### config.mk
export PLATFORM = sky130hd
export DESIGN_NAME = chdr_burst_arbiter
export DESIGN_NICKNAME = d
export VERILOG_FILES = /design/src/rtl/chdr_burst_arbiter_pkg.sv /design/src/rtl/chdr_burst_arbiter_setting_reg.sv /design/src/rtl/chdr_burst_arbiter.sv
export SDC_FILE = /design/constraint.sdc
export NUM_CORES = 1
export LEC_CHECK = 0
export CORE_AREA = 2 2 216 218
export CTS_CLUSTER_SIZE = 16
export DETAILED_ROUTE_END_ITERATION = 10
export DIE_AREA = 0 0 218 220
export MAX_ROUTING_LAYER = met4
export SLEW_MARGIN = 5
export SYNTH_ARGS = -nofsm -noshare
export SYNTH_HDL_FRONTEND = slang
export SYNTH_SLANG_ARGS = --single-unit
### constraint.sdc
create_clock -name clk -period 2 [get_ports clk]
set_input_delay 0.4 -clock clk [delete_from_list [all_inputs] [get_ports clk]]
set_output_delay 0.4 -clock clk [all_outputs]
set_load 0.02 [all_outputs]
### src/rtl/chdr_burst_arbiter_pkg.sv
`default_nettype none
//------------------------------------------------------------------------------
// Module   : chdr_burst_arbiter_pkg
// Brief    : Shared CHDR tuser field offsets and settings-bus widths.
// Revision : 1.0
//------------------------------------------------------------------------------
package chdr_burst_arbiter_pkg;

   localparam int c_CHDR_TUSER_W = 128;
   localparam int c_CHDR_EOB_BIT = 124;
   localparam int c_SR_ADDR_W    = 8;
   localparam int c_SR_DATA_W    = 32;
   localparam int c_PKT_SIZE_W   = 16;

   function automatic logic is_burst_end(input logic tvalid,
                                         input logic tready,
                                         input logic tlast,
                                         input logic eob);
      return tvalid & tready & tlast & eob;
   endfunction

endpackage
`default_nettype wire

### src/rtl/chdr_burst_arbiter_setting_reg.sv
`default_nettype none
//------------------------------------------------------------------------------
// Module   : chdr_burst_arbiter_setting_reg
// Brief    : Settings-bus register; captures the low WIDTH bits on an address hit.
// Revision : 1.0
//------------------------------------------------------------------------------
module chdr_burst_arbiter_setting_reg
   import chdr_burst_arbiter_pkg::*;
#(
   parameter logic [c_SR_ADDR_W-1:0] ADDR     = '0,
   parameter int                     WIDTH    = c_PKT_SIZE_W,
   parameter logic [WIDTH-1:0]       AT_RESET = '0
) (
   input  logic                   clk,
   input  logic                   reset,
   input  logic                   set_stb,
   input  logic [c_SR_ADDR_W-1:0] set_addr,
   input  logic [c_SR_DATA_W-1:0] set_data,
   output logic [WIDTH-1:0]       value
);

   logic [WIDTH-1:0] r_value;

   always_ff @(posedge clk) begin
      if (reset) begin
         r_value <= AT_RESET;
      end else if (set_stb && (set_addr == ADDR)) begin
         r_value <= set_data[WIDTH-1:0];
      end
   end

   assign value = r_value;

   // Upper settings bits are intentionally ignored for narrow registers.
   generate
      if (WIDTH < c_SR_DATA_W) begin : g_unused_bits
         logic w_unused;
         assign w_unused = ^set_data[c_SR_DATA_W-1:WIDTH];
      end
   endgenerate

endmodule
`default_nettype wire

### src/rtl/chdr_burst_arbiter.sv
`default_nettype none
//------------------------------------------------------------------------------
// Module   : chdr_burst_arbiter
// Brief    : Burst-granular round-robin mux of two CHDR AXI-stream sources into
//            one packet_resizer; grant held until a tlast beat carrying EOB.
// Revision : 1.0
//------------------------------------------------------------------------------
module chdr_burst_arbiter
   import chdr_burst_arbiter_pkg::*;
#(
   parameter logic [c_SR_ADDR_W-1:0] SR_PKT_SIZE0 = 8'd0,
   parameter logic [c_SR_ADDR_W-1:0] SR_PKT_SIZE1 = 8'd1
) (
   input  logic                      clk,
   input  logic                      reset,
   input  logic                      set_stb,
   input  logic [c_SR_ADDR_W-1:0]    set_addr,
   input  logic [c_SR_DATA_W-1:0]    set_data,
   input  logic [31:0]               i0_tdata,
   input  logic [c_CHDR_TUSER_W-1:0] i0_tuser,
   input  logic                      i0_tlast,
   input  logic                      i0_tvalid,
   output logic                      i0_tready,
   input  logic [31:0]               i1_tdata,
   input  logic [c_CHDR_TUSER_W-1:0] i1_tuser,
   input  logic                      i1_tlast,
   input  logic                      i1_tvalid,
   output logic                      i1_tready,
   output logic [31:0]               o_tdata,
   output logic [c_CHDR_TUSER_W-1:0] o_tuser,
   output logic                      o_tlast,
   output logic                      o_tvalid,
   input  logic                      o_tready,
   output logic [c_PKT_SIZE_W-1:0]   o_pkt_size,
   output logic [1:0]                grant
);

   // Encodings double as the one-hot grant vector.
   typedef enum logic [1:0] {
      IDLE = 2'b00,
      GNT0 = 2'b01,
      GNT1 = 2'b10
   } state_t;

   state_t                  r_state;
   logic                    r_rr;
   logic [c_PKT_SIZE_W-1:0] r_pkt_size;
   logic [c_PKT_SIZE_W-1:0] w_size0;
   logic [c_PKT_SIZE_W-1:0] w_size1;
   logic                    w_gnt0;
   logic                    w_gnt1;
   logic                    w_burst_end;

   chdr_burst_arbiter_setting_reg #(
      .ADDR  (SR_PKT_SIZE0),
      .WIDTH (c_PKT_SIZE_W)
   ) u_size0 (
      .clk      (clk),
      .reset    (reset),
      .set_stb  (set_stb),
      .set_addr (set_addr),
      .set_data (set_data),
      .value    (w_size0)
   );

   chdr_burst_arbiter_setting_reg #(
      .ADDR  (SR_PKT_SIZE1),
      .WIDTH (c_PKT_SIZE_W)
   ) u_size1 (
      .clk      (clk),
      .reset    (reset),
      .set_stb  (set_stb),
      .set_addr (set_addr),
      .set_data (set_data),
      .value    (w_size1)
   );

   assign w_gnt0 = (r_state == GNT0);
   assign w_gnt1 = (r_state == GNT1);

   assign o_tdata   = w_gnt1 ? i1_tdata : i0_tdata;
   assign o_tuser   = w_gnt1 ? i1_tuser : i0_tuser;
   assign o_tlast   = w_gnt1 ? i1_tlast : i0_tlast;
   assign o_tvalid  = (w_gnt0 & i0_tvalid) | (w_gnt1 & i1_tvalid);
   assign i0_tready = w_gnt0 & o_tready;
   assign i1_tready = w_gnt1 & o_tready;

   assign w_burst_end = is_burst_end(o_tvalid, o_tready, o_tlast, o_tuser[c_CHDR_EOB_BIT]);

   assign grant      = r_state;
   assign o_pkt_size = r_pkt_size;

   // r_rr = 0 favours port 0 when both request from IDLE.
   always_ff @(posedge clk) begin
      if (reset) begin
         r_state    <= IDLE;
         r_rr       <= 1'b0;
         r_pkt_size <= '0;
      end else begin
         unique case (r_state)
            IDLE: begin
               if (i0_tvalid && (!i1_tvalid || !r_rr)) begin
                  r_state    <= GNT0;
                  r_pkt_size <= w_size0;
               end else if (i1_tvalid) begin
                  r_state    <= GNT1;
                  r_pkt_size <= w_size1;
               end
            end
            GNT0: begin
               if (w_burst_end) begin
                  r_rr <= 1'b1;
                  if (i1_tvalid) begin
                     r_state    <= GNT1;
                     r_pkt_size <= w_size1;
                  end else begin
                     r_state <= IDLE;
                  end
               end
            end
            GNT1: begin
               if (w_burst_end) begin
                  r_rr <= 1'b0;
                  if (i0_tvalid) begin
                     r_state    <= GNT0;
                     r_pkt_size <= w_size0;
                  end else begin
                     r_state <= IDLE;
                  end
               end
            end
            default: r_state <= IDLE;
         endcase
      end
   end

endmodule
`default_nettype wire
==> results of run 1 <==
## kinds of logic after synthesis
logic type | Yosys count | share of synthesized area
AOI/OAI and AO/OA | 62 | 0.102
adders and majority gates | 4 | 0.0112
buffers and inverters | 42 | 0.0437
DFF | 51 | 0.228
muxes | 212 | 0.520
and+or+nand+nor | 83 | 0.0952
## registers in the layout, indices dropped and copies added (netlist names)
register / count
r_rr: 1
u_size0.value: 16
grant: 2
u_size1.value: 16
o_pkt_size: 16
## cell usage after synthesis (all sizes together), types with 4 or more instances
master     n  area, sq um
nor2b     18          113
ha         4         50.1
nand3     17         85.1
mux2     162         1820
o21ai     18         93.8
dfxtp     51         1020
inv        5         18.8
mux2i     50          500
nor2      35          131
o211ai    16          120
clkbuf    24         90.1
buf       13         86.3
a2bb2oi   16          140
## metrics by stage
stage	setup slack [ns]	TNS [ns]	cells	util
floorplan	0.0000945	0	454	-
global placement	-0.301	-34.76	1607	0.236
detailed placement	-0.309	-35.74	1607	0.236
CTS	-0.288	-35.74	1658	0.255
global route	-0.306	-38.00	1675	0.271
finish	-0.238	-25.97	1676	0.271
## metal layers
| layer | global-route usage | part of all wire |
|---|---|---|
| met5 | - | 0 |
| met2 | 0.231 | 0.46 |
| met1 | 0.187 | 0.43 |
| met4 | 0.0304 | 0.017 |
| met3 | 0.0529 | 0.098 |
## path summary, 6_finish.rpt
kind | start | endpoint | slack [ns]
hold / removal | reset | u_size0.value[12] | 0.46
setup / recovery | grant[0] | o_tuser[104] | -0.24
hold reg to reg | u_size1.value[13] | u_size1.value[13] | 0.50
setup reg to reg | grant[0] | o_pkt_size[2] | -0.20
## final cells by class
type | count | area share
diodes | 7 | 0.00141
inverters | 5 | 0.00151
repair buffers | 637 | 0.543
clock inverters | 3 | 0.00221
clock buffers | 5 | 0.0101
well taps | 607 | 0.0611
multi-input cells | 361 | 0.298
flip-flops and latches | 51 | 0.0823
## power groups by stage
stage / Sequential (mW) / Combinational, mW / Clock, mW
2_1_floorplan: 1.12 / 3.90 / 0
4_1_cts: 1.07 / 10.1 / 0.962
3_3_place_gp: 1.09 / 8.45 / 0
5_1_grt: 1.07 / 11.5 / 1.01
6_report: 1.07 / 11.0 / 0.938
3_5_place_dp: 1.09 / 8.46 / 0
## timing repair
action | CTS | global route
resized for setup | 682 | 205
endpoints found under the setup margin | 180 | 197
pin swaps | 5 | 5
buffers inserted | 38 | 15
gates cloned | 5 | 6
endpoints found under the hold margin | 0 | 0
## worst max-delay path, delay by kind of cell (launching register included)
kind	cells	cell delay, ns
buffers and inverters	6	0.70
multiplexers	1	0.32
adder cells (fa/ha/maj)	1	0.19
flip-flops	1	0.33
==> results.yml, run 1 <==
status:
  outcome: "complete, but fails checks"
  violations: "setup timing"
clocking:
  cts_made_buffers: 5
  clock_path_buffers: 2
  cts_tree: "yes"
  clk_latency_ns: 0.31
  postCtsHoldBufs: 0
  clk_pin_slew_worst_paths_ns: 0.08
  cts-htree-levels: 2
  cts_root_buffer: "clkbuf_16"
  cts.sinks: 51
timing:
  hold_slack_ns: 0.462
  drv_slew: 0
  worst_pin_slew_ns: 0.373
  min_period_ns: 2.24
  finClkSkew_ns: 0.00632
  setup_violations: 180
  max_freq_mhz: 447
  timing.final.ws_setup_ns: -0.238
  grt_setup_unrepaired: "yes"
  relSlewSlack: 0.751
  finalCritPeriodShare: 1.12
  finalHoldViolations: 0
route:
  via_count: 6191
  wire_per_inst_um: 23.1
  first_pass_iters: 4
  antenna_left: 0
  vias_per_cell: 3.69
  drc: 0
  drtIter0Drc: 208
  wirelength_mm: 38.6
worst_setup_path:
  reg2reg_depth: 11
  crit_chain: "inv_2 > ha_4 > buf_12 > buf_12 > buf_12 > buf_4 > mux2_2 > buf_2"
  criticalPathCategory: "reg2out"
  cpPeakStageDelay_ns: 0.33
  start_kind: "flop"
  crit_slowest_cell: "dfxtp_2"
  worst_ep_required_time_ns: 1.60
  end_kind: "primary output"
  worstPathMaxFanout: 8
  critPathMostFrequentCell: "buf_12"
  arrival_ns: 1.84
power:
  ir_drop_v: 0.000463
  switching_share: 0.420
  switching_power_mw: 5.45
  pwr-share-comb: 0.845
  internal-power_mw: 7.53
  clockPowerShare: 0.072
  power_mw: 13.0
  p_per_area_nw_per_um2: 1040
  pwr-share-seq: 0.082
  p_leak_nw: 5.17
worst_hold_path:
  min_path_cells: 2
  hold_class: "in2reg"
placed_design:
  routabilityCongestion: 0.852
  numPortBuffers: 533
  place_hpwl_mm: 31.6
  place_area_sq_um: 10800
synth:
  synthArstFlopShare: 0
  synthCells: 454
  synth_seq_cells: 51
  synth_edf_count: 0
  syn_nets: 826
  ys_seq_area_frac: 0.228
  synth_area_sq_um: 4470
  ys_warn_count: 0
  yosysUniqueCellTypes: 38
  avgSynthCellArea_sq_um: 9.85
  synth_ff_type: "dfxtp_1"
floorplan:
  chipHeight_um: 220
  die_w_um: 218
  start_util: 0.0975
  die_area_sq_um: 48000
  core_area_sq_um: 45900
  row_count: 79
  ios: 550
run:
  maxCapViolations: 0
cells_and_area:
  area_growth_pct: 178
  fillers: 4801
  multiInputGateArea_sq_um: 3710
  final_cell_mix: "clkdlybuf4s50_1, buf_6, mux2_4, buf_4, mux2_2"
  nets: 1433
  design_area_sq_um: 12400
  seqCellArea_sq_um: 1020
  drive_gt1_frac: 0.427
  layout_commonest_cell: "clkdlybuf4s50_1"
global_route:
  grt_pass1_wl_mm: 48.9
  grt_pass1_vias: 6267
  antenna_found_initial: 6
  grt-ovfl-total: 0
  grt.total_usage: 0.149
  grt_max_degree: 40
Power figures use the tool's default switching activity.
==> inputs of run 2 (changes only) <==
PLACE_DENSITY = 0.42   (was unset)
==> results.yml, run 2 (synthesis gave the netlist of run 1 again) <==
global_route:
  grt.total_usage: 0.175
  grt-ovfl-total: 0
  grt_pass1_wl_mm: 55.2
  antenna_found_initial: 17
  grt_pass1_vias: 6167
  grt_max_degree: 40
timing:
  finClkSkew_ns: 0.00733
  grt_setup_unrepaired: "yes"
  setup_violations: 178
  relSlewSlack: 0.730
  worst_pin_slew_ns: 0.404
  finalCritPeriodShare: 1.10
  max_freq_mhz: 455
  drv_slew: 0
  timing.final.ws_setup_ns: -0.196
  min_period_ns: 2.20
  finalHoldViolations: 0
clocking:
  clk_latency_ns: 0.30
  cts.sinks: 51
  cts_tree: "yes"
  clk_pin_slew_worst_paths_ns: 0.07
  cts-htree-levels: 2
  cts_made_buffers: 5
  postCtsHoldBufs: 0
  cts_root_buffer: "clkbuf_16"
  clock_path_buffers: 2
worst_setup_path:
  criticalPathCategory: "reg2out"
  path_buf_inv: 5
  cpPeakStageDelay_ns: 0.32
  arrival_ns: 1.80
  worst_ep_required_time_ns: 1.60
  cp-startpoint: "grant[0]"
  r2r-start: "grant[0]"
  worstPathMaxFanout: 9
  crit_chain: "inv_2 > ha_4 > buf_12 > buf_16 > buf_8 > mux2_4 > buf_6"
  start_kind: "flop"
  cp_top_family: "buffers and inverters"
  end_kind: "primary output"
  crit_slowest_cell: "dfxtp_2"
cells_and_area:
  drive_gt1_frac: 0.416
  area_growth_pct: 176
  nets: 1411
  design_area_sq_um: 12400
  layout_commonest_cell: "clkdlybuf4s50_1"
  final_cell_mix: "clkdlybuf4s50_1, buf_6, mux2_4, mux2i_1, dfxtp_1"
  post-route-util: 0.269
worst_hold_path:
  hold_class: "reg2reg"
  min_from: "u_size1.value[3]"
power:
  p_per_area_nw_per_um2: 1040
  pwr-share-comb: 0.843
  ir_drop_v: 0.000314
  switching_share: 0.424
  internal-power_mw: 7.37
  p_leak_nw: 5.14
  pwr-share-seq: 0.084
  switching_power_mw: 5.43
  clockPowerShare: 0.073
floorplan:
  row_count: 79
  chipHeight_um: 220
  ios: 550
  die_area_sq_um: 48000
  start_util: 0.0975
  core_area_sq_um: 45900
  die_w_um: 218
placed_design:
  place_hpwl_mm: 36.5
  numPortBuffers: 533
  place_area_sq_um: 10700
  routabilityCongestion: 0.881
status:
  violations: "setup timing"
  outcome: "complete, but fails checks"
route:
  first_pass_iters: 4
  drc: 0
  antenna_left: 0
  wirelength_mm: 44.7
  via_count: 6180
  drtIter0Drc: 253
  vias_per_cell: 3.73
  wire_per_inst_um: 27.0
run:
  maxCapViolations: 0
run 2: worst reg2reg max path: cells and delay by family, from the launching register on:
family,cells,cell delay [ns]
AO/OA/AOI/OAI,3,0.77
flip-flops,1,0.33
adder cells (fa/ha/maj),1,0.18
buffers and inverters,6,0.78
run 2: metrics by stage:
stage / std cells / TNS, ns / hold WS (ns) / worst slack (ns) / total power [mW]
after detailed placement: 1599 / -50.63 / 0.489 / -0.367 / 9.28
after global placement: 1599 / -52.79 / 0.477 / -0.381 / 9.32
after floorplan: 454 / 0 / 0.461 / 0.0000945 / 5.02
after global routing: 1655 / -27.33 / 0.533 / -0.254 / 13.3
after CTS: 1641 / -25.28 / 0.507 / -0.240 / 12.2
final: 1657 / -17.96 / 0.502 / -0.196 / 12.8
run 2: final timing paths:
path | to | slack [ns] | depth (start not counted)
setup / recovery | o_tuser[111] | -0.20 | 7
hold / removal | u_size1.value[3] | 0.50 | 2
setup reg to reg | o_pkt_size[6] | -0.13 | 10
hold reg to reg | u_size1.value[3] | 0.50 | 2
run 2: area by class of cell:
class | instances | area (sq um)
fill | 4913 | 33500
timing repair buffer | 615 | 6590
multi-input combinational | 361 | 3780
sequential | 51 | 1020
tap | 607 | 759
clock buffer | 7 | 153
antenna | 10 | 25.0
inverter | 5 | 18.8
clock inverter | 1 | 7.51
run 2: power groups by stage:
stage	registers, mW	logic, mW	clock network, mW
after floorplan	1.12	3.90	0
after global placement	1.09	8.23	0
after detailed placement	1.09	8.18	0
after CTS	1.07	10.2	0.965
after global routing	1.07	11.2	0.995
final	1.07	10.8	0.940
run 2: what timing repair did:
item                       in CTS  in global routing
setup buffers                  23                  7
cloned                         11                  5
hold endpoints to repair        0                  0
pin swaps                       6                  6
gates resized for setup       786                169
setup endpoints to repair     181                212
run 2: layer usage:
| layer | routed length [um] | part of all wire | vias up | GRT usage |
|---|---|---|---|---|
| li1 | - | - | 2864 | - |
| met1 | 18400 | 0.41 | 2990 | 0.204 |
| met2 | 20900 | 0.47 | 304 | 0.282 |
| met3 | 5120 | 0.11 | 22 | 0.0823 |
| met4 | 306 | 0.0068 | 0 | 0.0161 |
| met5 | 0 | 0 | - | - |
